==> config.mk <==
export PLATFORM = sky130hd
export DESIGN_NAME = shift_register_universal_flat
export DESIGN_NICKNAME = d
export VERILOG_FILES = /design/src/rtl/shift_register_universal_if.sv /design/src/rtl/shift_register_universal.sv /design/src/flat_wrapper.sv
export SDC_FILE = /design/constraint.sdc
export NUM_CORES = 1
export LEC_CHECK = 0
export BUFFER_PORTS_ARGS = -buffer_cell sky130_fd_sc_hd__buf_2
export CAP_MARGIN = 40
export CORE_MARGIN = 4
export CORE_UTILIZATION = 37
export CTS_CLUSTER_DIAMETER = 60
export DETAILED_ROUTE_END_ITERATION = 12
export GPL_TIMING_DRIVEN = 0
export MAX_ROUTING_LAYER = met4
export PLACE_DENSITY = 0.72
export SLEW_MARGIN = 15
export SYNTH_ARGS = -nofsm -noshare
export SYNTH_HDL_FRONTEND = slang
export SYNTH_SLANG_ARGS = --single-unit
==> constraint.sdc <==
create_clock -name clk -period 1.94 [get_ports clk]
set_input_delay 0.291 -clock clk [delete_from_list [all_inputs] [get_ports clk]]
set_output_delay 0.291 -clock clk [all_outputs]
set_load 0.1 [all_outputs]
==> src/rtl/shift_register_universal_if.sv <==
// Bus bundle for shift_register_universal: control, serial/parallel data and status.
// master drives control and data; slave is the register itself.
interface shift_register_universal_if #(
   parameter int WIDTH = 4
) ();
   localparam int CNT_W = $clog2(WIDTH + 1);

   logic             en;
   logic [1:0]       mode;
   logic             s_in_r;
   logic             s_in_l;
   logic [WIDTH-1:0] p_in;
   logic             rot;
   logic [WIDTH-1:0] q;
   logic             s_out_r;
   logic             s_out_l;
   logic [CNT_W-1:0] shift_cnt;
   logic             word_done;

   modport master (
      output en, mode, s_in_r, s_in_l, p_in, rot,
      input  q, s_out_r, s_out_l, shift_cnt, word_done
   );

   modport slave (
      input  en, mode, s_in_r, s_in_l, p_in, rot,
      output q, s_out_r, s_out_l, shift_cnt, word_done
   );
endinterface

==> src/rtl/shift_register_universal.sv <==
// Universal shift register: hold / shift right / shift left / parallel load, with a
// saturating shift counter and word-complete pulse. Define SHIFT_ROTATE_EN to enable rotation.
module shift_register_universal #(
   parameter int               WIDTH     = 4,
   parameter logic [WIDTH-1:0] RESET_VAL = {WIDTH{1'b0}}
) (
   input  logic                           clk,
   input  logic                           reset,
   shift_register_universal_if.slave      bus
);
   localparam int               CNT_W   = $clog2(WIDTH + 1);
   localparam logic [CNT_W-1:0] CNT_MAX = CNT_W'(WIDTH);

   typedef enum logic [1:0] {
      MODE_HOLD  = 2'b00,
      MODE_RIGHT = 2'b01,
      MODE_LEFT  = 2'b10,
      MODE_LOAD  = 2'b11
   } mode_e;

   logic [WIDTH-1:0] q_reg, q_next;
   logic [CNT_W-1:0] cnt_reg, cnt_next;
   logic             done_reg, done_next;
   logic [WIDTH-1:0] right_val, left_val;
   logic             fill_r, fill_l;
   logic             shifting;

   // Bits entering at each end; with rotation they are the bits leaving the other end.
`ifdef SHIFT_ROTATE_EN
   assign fill_r = bus.rot ? q_reg[0]       : bus.s_in_r;
   assign fill_l = bus.rot ? q_reg[WIDTH-1] : bus.s_in_l;
`else
   logic unused_rot;
   assign unused_rot = bus.rot;
   assign fill_r     = bus.s_in_r;
   assign fill_l     = bus.s_in_l;
`endif

   genvar gi;
   generate
      for (gi = 0; gi < WIDTH; gi++) begin : g_bits
         if (gi == WIDTH - 1) begin : g_right_msb
            assign right_val[gi] = fill_r;
         end else begin : g_right_mid
            assign right_val[gi] = q_reg[gi+1];
         end

         if (gi == 0) begin : g_left_lsb
            assign left_val[gi] = fill_l;
         end else begin : g_left_mid
            assign left_val[gi] = q_reg[gi-1];
         end
      end
   endgenerate

   always_comb begin
      q_next    = q_reg;
      cnt_next  = cnt_reg;
      done_next = 1'b0;
      shifting  = 1'b0;

      if (bus.en) begin
         case (mode_e'(bus.mode))
            MODE_RIGHT: begin
               q_next   = right_val;
               shifting = 1'b1;
            end
            MODE_LEFT: begin
               q_next   = left_val;
               shifting = 1'b1;
            end
            MODE_LOAD: begin
               q_next   = bus.p_in;
               cnt_next = '0;
            end
            default: ;
         endcase
      end

      // Pulse only on the WIDTH-1 -> WIDTH transition, so saturated shifts stay quiet.
      if (shifting) begin
         if (cnt_reg != CNT_MAX) begin
            cnt_next = cnt_reg + 1'b1;
         end
         done_next = (cnt_reg == CNT_MAX - 1'b1);
      end
   end

   always_ff @(posedge clk or negedge reset) begin
      if (!reset) begin
         q_reg    <= RESET_VAL;
         cnt_reg  <= '0;
         done_reg <= 1'b0;
      end else begin
         q_reg    <= q_next;
         cnt_reg  <= cnt_next;
         done_reg <= done_next;
      end
   end

   assign bus.q         = q_reg;
   assign bus.s_out_r   = q_reg[0];
   assign bus.s_out_l   = q_reg[WIDTH-1];
   assign bus.shift_cnt = cnt_reg;
   assign bus.word_done = done_reg;
endmodule

==> src/flat_wrapper.sv <==
// flat-port wrapper written by rule: the top's interface ports become plain ports
module shift_register_universal_flat 
#(
   parameter int               WIDTH     = 4,
   parameter logic [WIDTH-1:0] RESET_VAL = {WIDTH{1'b0}}
)
  (clk, reset, bus_en, bus_mode, bus_s_in_r, bus_s_in_l, bus_p_in, bus_rot, bus_q, bus_s_out_r, bus_s_out_l, bus_shift_cnt, bus_word_done);
  shift_register_universal_if #(.WIDTH(WIDTH)) bus_i ();
  input  logic clk;
  input  logic reset;
  input wire logic [$bits(bus_i.en)-1:0] bus_en;
  input wire logic [$bits(bus_i.mode)-1:0] bus_mode;
  input wire logic [$bits(bus_i.s_in_r)-1:0] bus_s_in_r;
  input wire logic [$bits(bus_i.s_in_l)-1:0] bus_s_in_l;
  input wire logic [$bits(bus_i.p_in)-1:0] bus_p_in;
  input wire logic [$bits(bus_i.rot)-1:0] bus_rot;
  output wire logic [$bits(bus_i.q)-1:0] bus_q;
  output wire logic [$bits(bus_i.s_out_r)-1:0] bus_s_out_r;
  output wire logic [$bits(bus_i.s_out_l)-1:0] bus_s_out_l;
  output wire logic [$bits(bus_i.shift_cnt)-1:0] bus_shift_cnt;
  output wire logic [$bits(bus_i.word_done)-1:0] bus_word_done;
  assign bus_i.en = bus_en;
  assign bus_i.mode = bus_mode;
  assign bus_i.s_in_r = bus_s_in_r;
  assign bus_i.s_in_l = bus_s_in_l;
  assign bus_i.p_in = bus_p_in;
  assign bus_i.rot = bus_rot;
  assign bus_q = bus_i.q;
  assign bus_s_out_r = bus_i.s_out_r;
  assign bus_s_out_l = bus_i.s_out_l;
  assign bus_shift_cnt = bus_i.shift_cnt;
  assign bus_word_done = bus_i.word_done;
  shift_register_universal #(.WIDTH(WIDTH), .RESET_VAL(RESET_VAL)) u_core (.clk(clk), .reset(reset), .bus(bus_i));
endmodule
==> results.md, run 1 <==
- CP top delay family: buffers and inverters
- Xor/xnor share of the synthesized area: 0
- Max reg flops: 4
- Crit path time final: 1.45 ns
- Core area: about 1300 um^2
- Startpoint Class: register
- Crit-path max cell delay: just over 0.4 ns
- Final setup viols: 0
- Worst-Skew Late Latency: approximately 0.26 ns
- Port buffer count: 20
- Buf/Inv on CP: 2
- Row Count: 13
- Final #Nets: between 100 and 150
- Tot GR Track Use: 0.132
- Final hold slack: 0.279 ns
- Count leader, synth: dfrtp_1
- Fin crit share: 0.749
- Post-synth EDFFs: 0
- Max-slew violation count: 0
- Worst hold path type: input port to register
- Total CTS buffers: 3
- Post_cts resized: 0
- Drc violations: 0
- Post-route setup TNS: 0 ns
- Vias per cell: around 5
- CP cell instances: buf_4 -> buf_2
- Starting Density: 0.406
- CTS Hold Bufs: 1
- Post-DP HPWL: about 900 um
- Yosys cell types: 21
- Vias in the first global route: between 400 and 500
- Largest area contributor in the netlist: dfrtp_1
- Die footprint: 2140 um^2
- R2R cell count: 5
- Area growth syn-to-layout: 27.9%
- Remaining Overflow, GRT: 0
- Critical path launch point: u_core.bus.q[0]$_DFFE_PN0P_
- IO Pins: 22
- PD cells: between 1000 and 1500 nW/um^2
- Async SR Flop Fraction: 1.00
- Initial antenna violation count: 0
- Die Y-Extent: about 46 um
- Critical path destination: bus_q[0]
- Yosys warns: 0
- First-pass GRT wire length: around 1900 um
- Largest family of logic cells by synthesized area: compound AO/OA/AOI/OAI gates
- Multiplexer share of the synthesized area: 0
- DRT Wirelength: 1110 um
- Max Cap Viol: 0
- Syn Nets: 75
- Vias: 481
- Max Fclk: just under 700 MHz
- CP max stage cell: buf_2
- Leak: roughly 0.00036 uW
- VDD IR-drop max: between 0.4 and 0.5 mV
- Hold violation count in the final report: 0
- CTS tree: done
- DR pass1 iterations: 3
- WP data required: ~1.7 ns
- CTS clk-pin slew, worst paths: around 0.060 ns
- Max_slew headroom: 0.674
- Clk sink count: 8
- Starting DRT DRC Count: 4
- Placer congestion estimate: ~0.74
- Final ANT Viol Nets: 0
- Die Wd: 46.3 um
- Post-synth top cells: dfrtp_1 (8), ha_1 (7), inv_1 (5), nand2_1 (5)
- Compound-Gate Fraction of Synth Area: 0.206
- Crit Path Max Fanout: 4
- Area contributors post-synth: dfrtp_1 (37%), ha_1 (16%), nor3b_1 (5.5%)
- DR WL/cell: approximately 12 um
- Synth Flop Type: dfrtp_1
- Cells after synthesis: 56
- Number of diodes: 0
- Seq/Total Area, Yosys: 0.370
- Arrival @ worst endpoint: ~1.2 ns
- Status: finished clean
- Max Buffers Root-to-Sink: 2
- Syn Area/Cell: 9.67 um^2
- Crit. path cell count: 2
- H-tree depth: 1
- Critical Path End Type: output port
- Simple-gate portion of the synthesized area: 0.171
- Post-Synth Adder-Cell Area: 0.162
- Slew @ Worst Pin: about 0.49 ns
- Post-CTS setup buffers: 0
- Share of layout cells above drive strength 1: 0.388
- R2R setup slack: around 0.56 ns
- Synthesized cell area: about 540 um^2
- Yosys top cell area share: 0.370
- Setup Skew: between 0.00015 and 0.0002 ns
- CTS root buffer: clkbuf_4
- RSZ-0062 raised after global routing: no
- Pin count of the biggest net entering global routing: 10
- RR Startpoint: u_core.bus.shift_cnt[0]$_DFF_PN0_
- Setup CP Type: register to output port
- Reg-to-reg endpoint: u_core.bus.shift_cnt[0]$_DFF_PN0_
- Hold Crit Depth: 3
- Synth Register Bits: 8
[metal layers]
metal,part of all wire,vias to the layer above,global-route usage
met5,0,-,-
met4,0.026,0,0.102
met2,0.50,13,0.212
met3,0.051,4,0.0234
met1,0.43,225,0.143
li1,-,239,-
[worst min-delay path: stages]
cell	delay [ns]
buf_2	0.10
nand2_1	0.04
a31oi_1	0.07
[layout by cell type (no fill, tap or decap)]
cell type / count
ha_1: 7
and3_1: 1
o21ai_1: 2
o2bb2ai_1: 1
a21oi_1: 4
dlygate4sd3_1: 1
buf_2: 21
nand2_1: 5
o21a_2: 1
a21boi_4: 1
buf_4: 2
nor3b_1: 4
and2b_1: 1
a22o_1: 1
nor2b_2: 1
nor2_1: 4
dfrtp_1: 8
clkbuf_4: 3
a31oi_1: 4
nor2b_1: 1
inv_1: 5
buf_6: 1
a32o_2: 1
[final cells by class]
type	instances	area, um^2
Multi-Input combinational cell	39	292
Timing Repair Buffer	21	110
Inverter	5	18.8
Clock buffer	3	22.5
Sequential cell	8	200
Fill cell	144	641
Tap cell	15	18.8
Buffer	4	31.3
[logic make-up (layout without fill, tap and decap cells)]
| family | Yosys count | count (layout) |
|---|---|---|
| adders and majority gates | 7 | 7 |
| buffers and inverters | 9 | 33 |
| AOI/OAI and AO/OA | 15 | 15 |
| and+or+nand+nor | 17 | 17 |
| DFF | 8 | 8 |
[worst min-delay path by stage]
stage | startpoint | end
floorplan | reset | u_core.bus.q[0]$_DFFE_PN0P_
global placement | reset | u_core.bus.q[2]$_DFFE_PN0P_
detailed placement | reset | u_core.bus.q[2]$_DFFE_PN0P_
CTS | bus_p_in[0] | u_core.bus.q[0]$_DFFE_PN0P_
global route | bus_p_in[0] | u_core.bus.q[0]$_DFFE_PN0P_
finish | bus_p_in[3] | u_core.bus.q[3]$_DFFE_PN0P_
[stage by stage]
stage               total power [uW]  instances   util  instance area [um^2]  worst slack, ns
floorplan                        783         56      -                   542          0.00327
global placement                 871         91  0.495                   661            0.516
detailed placement               890         91  0.495                   661            0.501
CTS                             1020         95  0.520                   693            0.474
global route                    1070         95  0.520                   693            0.434
finish                          1010         95  0.520                   693            0.487
[where the power goes]
group,switching [uW],total [uW],internal [uW],leakage (uW)
Clock,59.7,131,71.0,0.0000138
Sequential,50.7,261,210,0.0000969
Combinational,484,622,138,0.000252
(Power assumes the default switching activity.)
==> inputs of run 2 (changes only) <==
PLACE_DENSITY = 0.74   (was 0.72)
clock period = 1.2 ns   (was 1.94 ns; I/O delays follow)
==> run 2 against run 1 <==
The run now ends with setup timing left. Final cell count grew 2.1%. Via count shrank 2.9%. Core utilization grew 7.3 points. Power grew 82%. Wire length grew 4.1%. Largest cell class unchanged. Critical path type is now register to register.
==> results.md, run 2 (same netlist as run 1, synthesis figures left out) <==
- Starting Density: 0.406 (unchanged)
- Wire length on met3: 26 um (-54%)
- Failing checks: setup timing
- Final ANT Viol Nets: 0 (unchanged)
- Die footprint: 2140 um^2 (unchanged)
- Fin cells: 97 (+2.1%)
- Final hold slack: 0.166 ns (-0.113 ns)
- Max Cap Viol: 0 (unchanged)
- Worst hold path type: input port to register
- CTS tree: done
- VDD IR-drop max: 0.723 mV (+73%)
- Total CTS buffers: 3 (unchanged)
- Fin util: 0.593 (+0.0732)
- DR WL/cell: 12.0 um (+2.0%)
- Fin crit share: 1.03
- Final WS setup: -0.0314 ns (-0.518 ns)
- Remaining Overflow, GRT: 0 (unchanged)
- Max reg flops: 4 (unchanged)
- CTS root buffer: clkbuf_4
- Max-slew violation count: 0 (unchanged)
- Final setup viols: 3 (+3)
- Setup CP Type: register to register
- Worst-Skew Late Latency: 0.25 ns (about the same)
- First-pass GRT wire length: 2100 um (+11%)
- Share of layout cells above drive strength 1: 0.524 (+0.137)
- Cell total after placement: 91 (unchanged)
- Arrival @ worst endpoint: 1.37 ns (+0.21 ns)
- Slew @ Worst Pin: 0.484 ns (-0.00904 ns)
- Crit path time final: approximately 1.2 ns
- Starting DRT DRC Count: 7 (+3)
- Number of diodes: 0 (unchanged)
- Max Buffers Root-to-Sink: 2 (unchanged)
- Vias in the first global route: 471 (+1.5%)
- Max_slew headroom: 0.680 (+0.00598)
- Die Y-Extent: 46.3 um (unchanged)
- Post-route setup TNS: -0.0479 ns (-0.0479 ns)
- RSZ-0062 raised after global routing: yes
- Top sig layer: met4
- DR pass1 iterations: 3 (unchanged)
- Clk sink count: 8 (unchanged)
- Startpoint Class: register
- Row Count: 13 (unchanged)
- M1 WL: 500 um (+5.3%)
- Drc violations: 0 (unchanged)
- Commonest non-fill, non-tap cell in the layout: buf_2
- Vias: 467 (-2.9%)
- Area growth syn-to-layout: 46.0%
- Core area: 1330 um^2 (unchanged)
- DRT Wirelength: 1160 um (+4.1%)
- Leak: 0.000380 uW (+4.9%)
- IO Pins: 22 (unchanged)
- Placer congestion estimate: 0.724 (-2.0%)
- Status: finished, violations left
- Setup Skew: 0.00796 ns (+0.00778 ns)
- Port buffer count: 20 (unchanged)
- Post-DP HPWL: 939 um (+4.9%)
- Tot GR Track Use: 0.146 (+0.0139)
- DR WL met2: 613 um (+11%)
- Initial antenna violation count: 0 (unchanged)
- Pin count of the biggest net entering global routing: 10 (unchanged)
- Critical Path End Type: register
- WP data required: 1.34 ns (-0.31 ns)
- Max Fclk: about 810 MHz
- Final #Nets: 102 (+0.99%)
- H-tree depth: 1 (unchanged)
- Hold violation count in the final report: 0 (unchanged)
- PD cells: 2330 nW/um^2 (+59%)
- Die Wd: 46.3 um (unchanged)
- Vias per cell: 4.81 (-4.9%)
- Most frequent cells in the layout: buf_2 (12), buf_4 (9), ha_1 (6)
- Place WS: -0.106 ns (-0.607 ns)
- Crit Path Max Fanout: 4 (unchanged)
- CTS clk-pin slew, worst paths: 0.06 ns (about the same)
run 2: cell types whose count changed in the layout (fill, tap and decap cells not counted), sizes merged:
cell | before | now
buf | 24 | 25
clkbuf | 3 | 4
run 2: final cells by class:
type | instances | area (um^2)
Timing Repair Buffer | 23 | 173
Fill cell | 116 | 543
Buffer | 3 | 27.5
Sequential cell | 8 | 219
Clock buffer | 4 | 26.3
Multi-Input combinational cell | 39 | 308
Tap cell | 15 | 18.8
Inverter | 5 | 18.8
run 2: where the power goes:
part | switching (uW) | internal [uW] | leakage (uW)
sequential | 96.9 | 373 | 0.0000897
clock | 93.1 | 127 | 0.0000150
combinational | 809 | 342 | 0.000276
total | 999 | 842 | 0.000380
run 2: timing repair:
item	in CTS	in global routing
buffers inserted	1	1
hold buffers	1	0
pin swaps	1	0
endpoints found under the hold margin	8	0
resized for setup	15	1
setup endpoints to repair	11	7
gates cloned	0	0
run 2: final timing paths:
path | slack [ns] | from | end | cells after the start
max | -0.03 | u_core.bus.shift_cnt[1]$_DFF_PN0_ | u_core.bus.shift_cnt[1]$_DFF_PN0_ | 5
min | 0.17 | bus_p_in[1] | u_core.bus.q[1]$_DFFE_PN0P_ | 3
max reg2reg | -0.03 | u_core.bus.shift_cnt[1]$_DFF_PN0_ | u_core.bus.shift_cnt[1]$_DFF_PN0_ | 5
min reg2reg | 0.59 | u_core.bus.shift_cnt[2]$_DFF_PN0_ | u_core.bus.shift_cnt[2]$_DFF_PN0_ | 1
max in group asynchronous | 0.73 | reset | u_core.bus.shift_cnt[0]$_DFF_PN0_ | 2
min in group asynchronous | 0.28 | reset | u_core.bus.q[3]$_DFFE_PN0P_ | 2
run 2: per-stage QoR:
step                      area [um^2]  power, uW
after detailed placement          696       1530
after global placement            696       1510
final                             791       1840
after CTS                         786       1850
after global routing              791       1950
after floorplan                   577       1350
run 2: routing by layer:
metal	track usage	vias up
met4	0.119	0
met2	0.231	8
li1	-	242
met3	0.0273	2
met1	0.157	215
met5	-	-
run 2: worst max-delay path, cell delays in order (launching register included):
cell	delay [ns]
dfrtp_4	0.43
inv_2	0.05
ha_4	0.16
a21boi_4	0.17
o21ai_2	0.08
a32o_2	0.23
